==> src/rtl/parity_sched_pkg.sv <==
// Shared types and constants for the parity_sched block: word width,
// evaluation-counter width and the controller state encoding.
package parity_sched_pkg;

  localparam int WORD_W = 16;
  localparam int CNT_W  = 4;

  typedef enum logic [1:0] {
    IDLE   = 2'd0,
    LAUNCH = 2'd1,
    EVAL   = 2'd2,
    RESP   = 2'd3
  } state_e;

  // Even/odd parity of one operand word, as the evaluator is expected to compute it.
  function automatic logic word_parity(input logic [WORD_W-1:0] w);
    return ^w;
  endfunction

endpackage

==> src/rtl/parity_sched_rr_arbiter.sv <==
// Combinational round-robin arbiter: grants the first requesting index at or
// after ptr, wrapping modulo N. The pointer register lives in the caller.
module rr_arbiter #(
  parameter int N     = 4,
  parameter int IDX_W = $clog2(N)
) (
  input  logic [N-1:0]     req,
  input  logic [IDX_W-1:0] ptr,
  input  logic             en,
  output logic [N-1:0]     gnt,
  output logic [IDX_W-1:0] idx,
  output logic             any
);

  logic [2*N-1:0]   req_dbl;
  logic [2*N-1:0]   req_shift;
  logic [N-1:0]     req_rot;
  logic [IDX_W-1:0] off;
  logic             found;
  logic [IDX_W:0]   sum;

  assign req_dbl   = {req, req};
  assign req_shift = req_dbl >> ptr;
  assign req_rot   = req_shift[N-1:0];

  // Priority-pick the lowest set bit of the rotated request vector, then
  // translate that offset back into an absolute requester index.
  always_comb begin
    // NOTE: every output of a combinational block gets a default first, so no path leaves it unassigned and no latch is inferred.
    off   = '0;
    found = 1'b0;
    for (int j = N - 1; j >= 0; j--) begin
      if (req_rot[j]) begin
        off   = IDX_W'(j);
        found = 1'b1;
      end
    end
    sum = {1'b0, ptr} + {1'b0, off};
    if (sum >= (IDX_W + 1)'(N)) begin
      sum = sum - (IDX_W + 1)'(N);
    end
    any = found & en;
    idx = any ? sum[IDX_W-1:0] : '0;
    gnt = '0;
    for (int j = 0; j < N; j++) begin
      gnt[j] = any && (idx == IDX_W'(j));
    end
  end

endmodule

==> src/rtl/parity_sched.sv <==
// parity_sched: shares one external 16-input parity evaluator between NREQ
// requesters with packet-granular round-robin arbitration. Each word is
// launched into the evaluator, its result is XOR-accumulated, and one
// (id, parity) response is returned per packet.
// Optional build macro PARITY_SCHED_CHECK_EN adds a sticky chk_err output that
// flags an evaluator result disagreeing with a local reduction of pu_data.
module parity_sched
  import parity_sched_pkg::*;
#(
  parameter int NREQ        = 4,
  parameter int EVAL_CYCLES = 3,
  parameter int ID_W        = $clog2(NREQ)
) (
  input  logic                   clk,
  input  logic                   rst,
  input  logic [NREQ-1:0]        req_valid,
  input  logic [WORD_W*NREQ-1:0] req_data,
  input  logic [NREQ-1:0]        req_last,
  output logic [NREQ-1:0]        req_ready,
  output logic [WORD_W-1:0]      pu_data,
  output logic                   pu_start,
  input  logic                   pu_q,
  output logic                   rsp_valid,
  input  logic                   rsp_ready,
  output logic [ID_W-1:0]        rsp_id,
  output logic                   rsp_parity
`ifdef PARITY_SCHED_CHECK_EN
  ,
  output logic                   chk_err
`endif
);

  state_e              state_q, state_d;
  logic [ID_W-1:0]     owner_q, owner_d;
  logic [ID_W-1:0]     ptr_q, ptr_d;
  logic                owned_q, owned_d;
  logic                last_q, last_d;
  logic                acc_q, acc_d;
  logic [CNT_W-1:0]    cnt_q, cnt_d;
  logic [WORD_W-1:0]   pu_data_q, pu_data_d;

  logic [WORD_W-1:0]   words [NREQ];
  logic [NREQ-1:0]     arb_gnt;
  logic [ID_W-1:0]     arb_idx;
  logic                arb_any;
  logic [ID_W-1:0]     sel_idx;
  logic                sel_valid;
  logic                accept;
  logic                eval_done;
  logic                rsp_fire;
  logic [NREQ-1:0]     owner_onehot;

  for (genvar g = 0; g < NREQ; g++) begin : g_words
    assign words[g] = req_data[g*WORD_W +: WORD_W];
  end

  // New owners are only chosen while no packet is open.
  rr_arbiter #(
    .N     (NREQ),
    .IDX_W (ID_W)
  ) u_arb (
    .req (req_valid),
    .ptr (ptr_q),
    .en  (!owned_q),
    .gnt (arb_gnt),
    .idx (arb_idx),
    .any (arb_any)
  );

  assign sel_idx      = owned_q ? owner_q : arb_idx;
  assign sel_valid    = owned_q ? req_valid[owner_q] : arb_any;
  assign accept       = (state_q == IDLE) && sel_valid && !rst;
  assign eval_done    = (state_q == EVAL) && (cnt_q == '0);
  assign rsp_fire     = (state_q == RESP) && rsp_ready;
  assign owner_onehot = NREQ'(1) << owner_q;

  // State register.
  always_ff @(posedge clk) begin
    // NOTE: sequential state is written with non-blocking assignments so every flop samples pre-edge values.
    if (rst) begin
      state_q <= IDLE;
    end else begin
      state_q <= state_d;
    end
  end

  // Next-state logic: accept -> launch -> evaluate -> (respond | next word).
  always_comb begin
    state_d = state_q;
    unique case (state_q)
      IDLE:    if (accept) state_d = LAUNCH;
      LAUNCH:  state_d = EVAL;
      EVAL:    if (cnt_q == '0) state_d = last_q ? RESP : IDLE;
      RESP:    if (rsp_ready) state_d = IDLE;
      default: state_d = IDLE;
    endcase
  end

  // FSM outputs: consume strobe, evaluator launch and response valid.
  always_comb begin
    req_ready = '0;
    pu_start  = 1'b0;
    rsp_valid = 1'b0;
    unique case (state_q)
      IDLE:    if (accept) req_ready = owned_q ? owner_onehot : arb_gnt;
      LAUNCH:  pu_start = 1'b1;
      RESP:    rsp_valid = 1'b1;
      default: ;
    endcase
  end

  // Datapath next-state: word capture, ownership, eval countdown, accumulator.
  always_comb begin
    owner_d   = owner_q;
    ptr_d     = ptr_q;
    owned_d   = owned_q;
    last_d    = last_q;
    acc_d     = acc_q;
    cnt_d     = cnt_q;
    pu_data_d = pu_data_q;

    if (accept) begin
      pu_data_d = words[sel_idx];
      last_d    = req_last[sel_idx];
      owner_d   = sel_idx;
      owned_d   = 1'b1;
    end

    if (state_q == LAUNCH) begin
      cnt_d = CNT_W'(EVAL_CYCLES - 1);
    end else if ((state_q == EVAL) && (cnt_q != '0)) begin
      cnt_d = cnt_q - 1'b1;
    end

    if (eval_done) begin
      acc_d = acc_q ^ pu_q;
    end

    if (rsp_fire) begin
      acc_d   = 1'b0;
      owned_d = 1'b0;
      ptr_d   = (owner_q == ID_W'(NREQ - 1)) ? '0 : owner_q + 1'b1;
    end
  end

  // Datapath registers; a reset abandons any open packet.
  always_ff @(posedge clk) begin
    if (rst) begin
      owner_q   <= '0;
      ptr_q     <= '0;
      owned_q   <= 1'b0;
      last_q    <= 1'b0;
      acc_q     <= 1'b0;
      cnt_q     <= '0;
      pu_data_q <= '0;
    end else begin
      owner_q   <= owner_d;
      ptr_q     <= ptr_d;
      owned_q   <= owned_d;
      last_q    <= last_d;
      acc_q     <= acc_d;
      cnt_q     <= cnt_d;
      pu_data_q <= pu_data_d;
    end
  end

  assign pu_data    = pu_data_q;
  assign rsp_id     = owner_q;
  assign rsp_parity = acc_q;

`ifdef PARITY_SCHED_CHECK_EN
  logic chk_err_q;

  // Sticky flag: evaluator result disagrees with the locally reduced operand.
  always_ff @(posedge clk) begin
    if (rst) begin
      chk_err_q <= 1'b0;
    end else if (eval_done && (pu_q != word_parity(pu_data_q))) begin
      chk_err_q <= 1'b1;
    end
  end

  assign chk_err = chk_err_q;
`endif

endmodule

==> config.mk <==
export PLATFORM = sky130hd
export DESIGN_NAME = parity_sched
export DESIGN_NICKNAME = d
export VERILOG_FILES = /design/src/rtl/parity_sched_pkg.sv /design/src/rtl/parity_sched_rr_arbiter.sv /design/src/rtl/parity_sched.sv
export SDC_FILE = /design/constraint.sdc
export NUM_CORES = 1
export LEC_CHECK = 0
export ABC_AREA = 1
export CAP_MARGIN = 40
export CORE_ASPECT_RATIO = 1.5
export CORE_MARGIN = 2
export CORE_UTILIZATION = 44
export CTS_BUF_LIST = sky130_fd_sc_hd__clkbuf_8
export CTS_CLUSTER_SIZE = 25
export DETAILED_ROUTE_END_ITERATION = 6
export PLACE_DENSITY = 0.85
export SLEW_MARGIN = 30
export SYNTH_ARGS = -nofsm -noshare
export SYNTH_HDL_FRONTEND = slang
export SYNTH_SLANG_ARGS = --single-unit
==> constraint.sdc <==
create_clock -name clk -period 3.2 [get_ports clk]
set_input_delay 0.64 -clock clk [delete_from_list [all_inputs] [get_ports clk]]
set_output_delay 0.64 -clock clk [all_outputs]
set_load 0.02 [all_outputs]
## Yosys cells after proc, flatten, opt, wreduce, memory -nomap -nowiden

Cells that the tools add are included.
Widths: inputs -> output; s select.

| word-level totals | value |
|---|---|
| register bits after elaboration | 29 |
| output and inout port bits | 25 |
| logic and storage cells | 83 |

| operators by class | value |
|---|---|
| add/sub/neg operators | 4 |
| $lt $le $gt $ge | 4 |
| eq/ne operators | 10 |
| shifts and indexed selects | 2 |
| multiplexer cells | 32 |
| bitwise operators | 3 |
| reduce and logical (&&, ||, !) cells | 19 |

Operator list:

| operator | count |
|---|---|
| $bmux 16 s2 | 1 |
| $mux 16 | 2 |
| $mux 2 | 14 |
| $mux 4 | 3 |
| $eq 2x2->1 const B | 5 |
| $logic_and 1x1->1 | 9 |
| $mux 1 | 9 |
| $pmux 2 s4 | 1 |
| $shr 8x2->4 | 1 |
| $ge 3x3->1 const B | 2 |
| $lt 2x3->1 const B | 2 |
| $bmux 1 s2 | 2 |
| $eq 2x1->1 const B | 2 |
| $logic_not 2->1 | 2 |
| $logic_not 4->1 | 1 |
| $ne 2x2->1 const B | 2 |
| $reduce_bool 4->1 | 1 |
| $reduce_or 2->1 | 2 |
| $shl 1x2->4 const A | 1 |
| $sub 4x1->4 const B | 1 |
| $add 2x2->3 | 1 |
| $not 2->3 | 1 |
| $reduce_and 3->1 | 1 |
| $add 2x1->2 const B | 1 |
| other kinds (6) | 7 |

## Longest topological paths before layout

Gate-level depths: netlist of run 1.

| depth | value |
|---|---|
| depth in word-level cells | 14 |
| mapped depth | 19 |

## Cells and area by module

Synthesis of run 1 repeated with hierarchy kept, for this count alone.

| second synthesis, totals | value |
|---|---|
| cell total of the unflattened synthesis | 414 |
| area total of the unflattened synthesis | 2404.8 um^2 |

By module, submodules not included:

| module | instances | cells an instance | area an instance (um^2) | seq. area each (um^2) |
|---|---|---|---|---|
| parity_sched | 1 | 367 | 2155.8 | 580.6 |
| rr_arbiter | 1 | 47 | 249.0 | 0.0 |

## Least setup slack after synthesis of run 1

OpenSTA, ideal clock, no wires.

| path | value |
|---|---|
| kind | input to output |
| from | input port req_valid[1] |
| to | output port req_ready[0] |
| data arrival time | 2.148 ns |
| slack | 0.412 ns |
| stages | 13 |
| cell sequence | nand2_1 nand3_1 nand2_1 nand3_1 a21boi_0 ha_1 xor2_1 inv_1 nand3_1 nand2_2 nand2_4 nand3_1 a21oi_1 |

| between the ends | value |
|---|---|
| word-level cells in the longest chain between the ends | 14 |

Ends and longest elaborated chain:

| element | RTL line | RTL |
|---|---|---|
| start: declaration | parity_sched.sv:16 | `input logic [NREQ-1:0] req_valid,` |
| $shr 8x2->4 | parity_sched_rr_arbiter.sv:23 | `assign req_shift = req_dbl >> ptr;` |
| $mux 2 (4 in a row) | parity_sched_rr_arbiter.sv:33 | `if (req_rot[j]) begin` |
| $add 2x2->3 | parity_sched_rr_arbiter.sv:38 | `sum = {1'b0, ptr} + {1'b0, off};` |
| $ge 3x3->1 / $sub 2x1->2 (equally long branches) | parity_sched_rr_arbiter.sv:39, parity_sched_rr_arbiter.sv:40 |  |
| $mux 2 | parity_sched_rr_arbiter.sv:39 | `if (sum >= (IDX_W + 1)'(N)) begin` |
| $mux 2 | parity_sched_rr_arbiter.sv:43 | `idx = any ? sum[IDX_W-1:0] : '0;` |
| $logic_not 2->1 | parity_sched_rr_arbiter.sv:46 | `gnt[j] = any && (idx == IDX_W'(j));` |
| $logic_and 1x1->1 | parity_sched_rr_arbiter.sv:46 |  |
| $mux 4 | parity_sched.sv:105 | `IDLE: if (accept) req_ready = owned_q ? owner_onehot : arb_gnt;` |
| $mux 4 * | parity_sched.sv:105 |  |
| $mux 4 * | parity_sched.sv:104 | `unique case (state_q)` |
| end: declaration | parity_sched.sv:19 | `output logic [NREQ-1:0] req_ready,` |

Every way passes the cells marked *; elsewhere a longest branch is shown, timed or not. The select of a mux whose other input is x is not followed.

## Worst setup path in the final report of run 1

| path | value |
|---|---|
| from | input port req_valid[0] |
| to | output port req_ready[0] |

The elaborated chain is that of the path after synthesis.

==> metrics.csv, run 1 <==
stage,metric,value,unit
run_status,status,finished clean,
worst_setup_path,flop2flop setup slack,0.69,ns
sta,Final period util,0.952,
detailed_routing,vias after detailed routing,2768,
logic_synthesis,syn nets,470,
worst_setup_path,CP Launch Type,primary input,
sta,pin slew with the least headroom to its limit,0.482,ns
power,Final Power,2490,uW
power,VDD IR-drop max,0.000489,V
clock_tree,# hold bufs at CTS,0,
sta,slew margin rel.,0.678,
clock_tree,TritonCTS Buffers,5,
logic_synthesis,"top cells by count, synth","140 x nand2_1, 66 x nand3_1, 45 x inv_1, 29 x dfxtp_1, 15 x nand3b_1",
floorplan,Die Span X,63.5,um
min_path,WHS Endpoint,pu_data[3],
global_route,GR Overflow Total,0,
worst_setup_path,Worst Setup End Kind,output port,
sta,minimum clock period,3.04,ns
global_route,Total GRT Usage,0.250,
min_path,hold path start,pu_data[3],
logic_synthesis,YS warnings,0,
logic_synthesis,largest area contributor in the netlist,dfxtp_1,
worst_setup_path,worst r2r dst,pu_data[6],
sta,fin. max-slew vios,0,
logic_synthesis,post-synth top area share,0.248,
worst_setup_path,critical path arrival,2.40,ns
detailed_routing,wire length per cell,12.7,um
logic_synthesis,Synth area leaders,"dfxtp_1 25%, nand2_1 22%, nand3_1 14%",
detailed_routing,ANT nets after route,0,
floorplan,die area,5920,um^2
global_route,vias in the first global route,2795,
sta,final setup fails,0,
logic_synthesis,post-synthesis sequential area ratio,0.248,
logic_synthesis,async set-reset flop share out of synthesis,0,
clock_tree,Max clock buf depth,2,
sta,Max Clk Rate,0.328,GHz
layout,Antenna Cells,0,
detailed_routing,final WL,7.06,mm
worst_setup_path,WP data required,2.56,ns
min_path,Hold Crit Class,flop to flop,
placed_design,IO buf count,100,
power,P per Cell Area,706,nW/um^2
worst_setup_path,RR Startpoint,ptr_q[0],
floorplan,Die Y,93.3,um
run,MaxCap Viol Count,0,
sta,Layout Skew,0.00326,ns
power,Leak,0.00170,uW
logic_synthesis,"FF+latch count, synth",29,
sta,"Hold Vio Cnt, Final",0,
clock_tree,"Reg clk slew, reported paths",0.06,ns
clock_tree,worst skew pair latency,0.28,ns
detailed_routing,number of vias per cell,4.96,
logic_synthesis,Post-Syn Instances,388,
placed_design,DP HPWL,5.55,mm
placed_design,placed insts,550,
worst_setup_path,Setup CP Type,primary input to output port,
worst_setup_path,launch point of the worst path,req_valid[0],
logic_synthesis,Synth cell types,33,
layout,share of cells above drive strength 1,0.110,
logic_synthesis,"Primary FF master, synth",dfxtp_1,
layout,Layout area overhead,50.7,%
logic_synthesis,Synth Cell Area,2340,um^2
clock_tree,H-tree depth,2,
clock_tree,Clock Sink Count,29,
floorplan,Top Ports,101,
worst_setup_path,Worst Path Max Fanout,4,
layout,nets,572,
floorplan,site row count,32,
detailed_routing,DR pass1 iterations,4,
logic_synthesis,most frequent cell after synthesis,nand2_1,
min_path,Hold Crit Depth,2,
logic_synthesis,Post-synth EDFFs,0,
floorplan,core box area,5120,um^2
layout,Final Instance Count excl. Fillers,558,
placed_design,GPL Wtd Cong,0.820,
clock_tree,CTS tree,yes,
global_route,largest net degree at the start of global routing,36,
floorplan,Initial Utilization,0.456,
detailed_routing,DRC viols,0,
global_route,initial antenna violation count,0,
global_route,first-pass GRT wire length,11.9,mm
detailed_routing,initial DRC count,65,
logic_synthesis,synthesized area per cell,6.02,um^2
worst_setup_path,Worst Reg-to-Reg Cells,17,
clock_tree,clk root buf,clkbuf_8,
-- cells in the final DEF, fill, tap and decap left out, types with 2 or more instances in the layout --
cell type	count
a21oi_2	2
inv_1	46
a21oi_1	10
o21a_1	2
nand3_2	2
nand2_4	2
clkbuf_8	6
nand2_1	136
ha_1	5
dlygate4sd2_1	2
nor2_2	3
buf_4	13
nand2_2	11
nand3b_1	15
o21ai_0	11
dfxtp_1	28
clkdlybuf4s50_1	92
nor3b_1	2
nor2_1	13
inv_2	4
nand3_1	65
-- worst max-delay path, cell delays in order --
cell and delay [ns]:
dlygate4sd2_1 0.27, nand2_2 0.08, nand3_2 0.08, nand2_2 0.10, nand3_1 0.08, a21boi_2 0.13, ha_2 0.20, xor2_2 0.16
inv_1 0.05, nand3_1 0.09, nand2_2 0.08, nand2_4 0.07, nand3_1 0.08, a21oi_2 0.16, buf_6 0.13
-- routing by layer --
metal  wire, um  part of all wire  global-route usage  up-vias
li1           -                 -                   -     1433
met1       2570              0.36               0.239     1216
met2       3820              0.54               0.490       91
met3        377             0.053              0.0542       28
met4        291             0.041               0.120        0
met5          0                 0                   0        -
-- stage by stage --
stage	setup slack, ns	hold WS (ns)	util	setup TNS [ns]	cell area [um^2]
detailed placement	-0.619	0.465	0.664	-2.33	3400
finish	0.155	0.471	0.687	0	3520
global placement	-0.522	0.459	0.664	-1.87	3400
global route	-0.0104	0.498	0.687	-0.0104	3520
floorplan	0.412	0.447	-	0	2340
CTS	0.106	0.474	0.682	0	3490
-- area by class of cell --
class | count | area [um^2]
clock buffers | 6 | 82.6
flip-flops and latches | 29 | 582
clock inverters | 1 | 3.75
inverters | 50 | 195
repair buffers | 112 | 1090
fillers | 507 | 1600
multi-input cells | 292 | 1480
well taps | 68 | 85.1
-- flip-flops by register name, summed over array words and instances, names as in the netlist --
register    cells
cnt_q           4
owned_q         1
rsp_id          2
state_q         2
rsp_parity      1
pu_data        16
ptr_q           2
last_q          1
-- repair_timing --
action	in CTS	in global routing
pin swaps	3	6
gates resized for setup	25	13
setup endpoints to repair	4	4
setup buffers	1	0
-- where the power goes --
part           internal (uW)  switching, uW  total, uW
clock                    167            129        295
combinational            648            918       1570
sequential               511            113        625
-- cells by family after synthesis --
| family | synth area share |
|---|---|
| DFF | 0.248 |
| buffers and inverters | 0.134 |
| and+or+nand+nor | 0.506 |
| AOI/OAI and AO/OA | 0.0723 |
| xor gates and xnor gates | 0.00750 |
| adders and majority gates | 0.0321 |
-- worst max-delay path by stage --
stage	slack, ns	cells after the start	endpoint
6_report	0.16	15	req_ready[0]
5_1_grt	-0.01	15	req_ready[0]
3_3_place_gp	-0.52	15	req_ready[0]
4_1_cts	0.11	15	req_ready[0]
2_1_floorplan	0.41	13	req_ready[0]
3_5_place_dp	-0.62	15	req_ready[1]
No activity file was read; power rests on OpenSTA's default activity.
==> inputs of run 2 (changes only) <==
CELL_PAD_IN_SITES_DETAIL_PLACEMENT = 0   (was not set)
CELL_PAD_IN_SITES_GLOBAL_PLACEMENT = 1   (was not set)
CORE_UTILIZATION = 29   (was 44)
SETUP_SLACK_MARGIN = 0.15   (was not set)
==> run 2 against run 1 <==
Register-to-register slack better by 0.02 ns. Power decreased by 0.29%. Critical path depth unchanged. Non-clock buffer count increased by 4. Combinational power barely moved. Largest power group unchanged. Final area up 0.92%. Die area up 49%. Final cell count increased by 7.5%. Clock skew increased by 0.0020 ns. First-iteration DRC count rose by 32%.
==> metrics.csv, run 2 (synthesized netlist as in run 1, its figures left out) <==
stage,metric,value,unit,change
detailed_routing,vias after detailed routing,2757,,-0.40%
run_status,status,finished clean,,
global_route,vias in the first global route,2676,,-4.3%
global_route,Total GRT Usage,0.170,,-0.0800
floorplan,die area,8810,um^2,+49%
sta,Final period util,0.907,,-0.0444
detailed_routing,DR pass1 iterations,6,,+2
min_path,Hold Crit Class,flop to flop,,
floorplan,Die Span X,77.3,um,+22%
layout,max FFs per register,16,,unchanged
sta,unrepaired setup endpoints after global routing,no,,
worst_setup_path,CP Launch Type,primary input,,
power,Final Power,2480,uW,-0.29%
sta,Layout Skew,0.00529,ns,+0.00203 ns
sta,fin. max-slew vios,0,,unchanged
layout,Antenna Cells,0,,unchanged
worst_setup_path,Worst Setup End Kind,output port,,
sta,final setup fails,0,,unchanged
worst_setup_path,Worst Path Max Fanout,4,,unchanged
layout,most frequent cells in the layout,"139 x nand2_1, 92 x clkdlybuf4s50_1, 64 x nand3_1",,
floorplan,Die Y,114,um,+22%
sta,minimum clock period,2.90,ns,-0.142 ns
power,Switching Power,1180,uW,+1.6%
power,clock power share,0.115,,-0.004
run,MaxCap Viol Count,0,,unchanged
detailed_routing,DRC viols,0,,unchanged
global_route,largest net degree at the start of global routing,36,,unchanged
global_route,first-pass GRT wire length,12.0,mm,+1.2%
placed_design,IO buf count,100,,unchanged
power,Leak,0.00172,uW,+1.1%
sta,pin slew with the least headroom to its limit,0.503,ns,+0.0208 ns
detailed_routing,initial DRC count,86,,+32%
worst_setup_path,critical path arrival,2.26,ns,-0.14 ns
placed_design,GPL Wtd Cong,0.825,,+0.59%
worst_setup_path,WP data required,2.56,ns,about the same
floorplan,Top Ports,101,,unchanged
global_route,initial antenna violation count,0,,unchanged
floorplan,core box area,7910,um^2,+54%
detailed_routing,ANT nets after route,0,,unchanged
sta,Hold WS,0.469,ns,-0.00246 ns
global_route,GR Overflow Total,0,,unchanged
detailed_routing,number of vias per cell,4.60,,-7.4%
clock_tree,worst skew pair latency,0.28,ns,about the same
clock_tree,clk root buf,clkbuf_8,,
layout,Layout area overhead,52.1,%,
clock_tree,H-tree depth,2,,unchanged
power,P per Cell Area,697,nW/um^2,-1.2%
clock_tree,CTS tree,yes,,
layout,nets,576,,+0.70%
power,Seq pwr share,0.253,,+0.002
sta,slew margin rel.,0.661,,-0.0171
clock_tree,Clock Sink Count,29,,unchanged
clock_tree,Max clock buf depth,2,,unchanged
power,Int Pwr,1300,uW,-1.9%
detailed_routing,wire length per cell,12.5,um,-0.99%
floorplan,Initial Utilization,0.296,,-0.160
floorplan,site row count,40,,+25%
sta,"Hold Vio Cnt, Final",0,,unchanged
power,Combinational Power Share,0.632,,+0.002
clock_tree,TritonCTS Buffers,5,,unchanged
clock_tree,"Reg clk slew, reported paths",0.06,ns,about the same
power,Switching Share,0.475,,+0.00872
clock_tree,# hold bufs at CTS,0,,unchanged
sta,Max Clk Rate,0.344,GHz,+4.9%
power,VDD IR-drop max,0.000230,V,-53%
placed_design,DP HPWL,5.88,mm,+5.9%
detailed_routing,final WL,7.52,mm,+6.5%
layout,"commonest non-fill, non-tap cell in the layout",nand2_1,,
worst_setup_path,Setup CP Type,primary input to output port,,
layout,share of cells above drive strength 1,0.119,,+0.00899
run 2: changes by cell type in the layout (fill, tap and decap cells not counted), sizes merged:
cell | before | now
buf | 15 | 20
clkbuf | 7 | 9
dlygate4sd2 | 2 | 0
clkinv | 0 | 2
clkdlybuf4s15 | 2 | 0
run 2: area by class of cell:
| cell class | count | area [um^2] |
|---|---|---|
| clock buffer | 5 | 68.8 |
| clock inverter | 3 | 13.8 |
| fill | 897 | 4350 |
| inverter | 50 | 195 |
| multi-input combinational | 292 | 1470 |
| sequential | 29 | 582 |
| tap | 105 | 131 |
| timing repair buffer | 116 | 1090 |
run 2: per-layer routing:
layer / part of all wire / vias to the layer above / track usage
met5: 0 / - / 0
li1: - / 1445 / -
met2: 0.55 / 81 / 0.344
met4: 0.022 / 0 / 0.0631
met1: 0.38 / 1222 / 0.172
met3: 0.044 / 9 / 0.0214
run 2: path summary, 6_finish.rpt:
| check | start | end | slack (ns) | cells after the start |
|---|---|---|---|---|
| worst min register to register | pu_data[5] | pu_data[5] | 0.47 | 2 |
| worst max register to register | ptr_q[1] | pu_data[7] | 0.71 | 15 |
| worst max-delay path | req_valid[1] | req_ready[1] | 0.30 | 15 |
| worst min-delay path | pu_data[5] | pu_data[5] | 0.47 | 2 |
run 2: stage by stage:
step	setup WS, ns	area, um^2	std cells	utilization	setup TNS, ns
detailed placement	-0.582	3460	591	0.438	-2.14
finish	0.297	3550	600	0.450	0
global placement	-0.544	3460	591	0.438	-2.01
CTS	0.150	3550	600	0.449	0
floorplan	0.412	2340	388	-	0
global route	0.140	3550	600	0.450	0
run 2: critical path, stage by stage:
cell,delay [ns]
clkbuf_2,0.11
nand2_1,0.09
nand3_1,0.08
nand2_1,0.12
nand3_2,0.08
a21boi_2,0.13
ha_2,0.20
xor2_2,0.16
inv_1,0.05
nand3_1,0.09
nand2_2,0.08
nand2_4,0.08
a21oi_1,0.06
nor2_1,0.13
buf_4,0.16
run 2: power groups by stage:
stage               Combinational (uW)  Clock (uW)  Sequential, uW
floorplan                          885           0             740
global placement                  1550           0             635
detailed placement                1560           0             637
CTS                               1570         294             628
global route                      1740         308             649
finish                            1570         285             628
run 2: timing repair:
action                     CTS  global route
pin swaps                    6             8
resized for setup           27            13
setup buffers                1             0
setup endpoints to repair    4             4
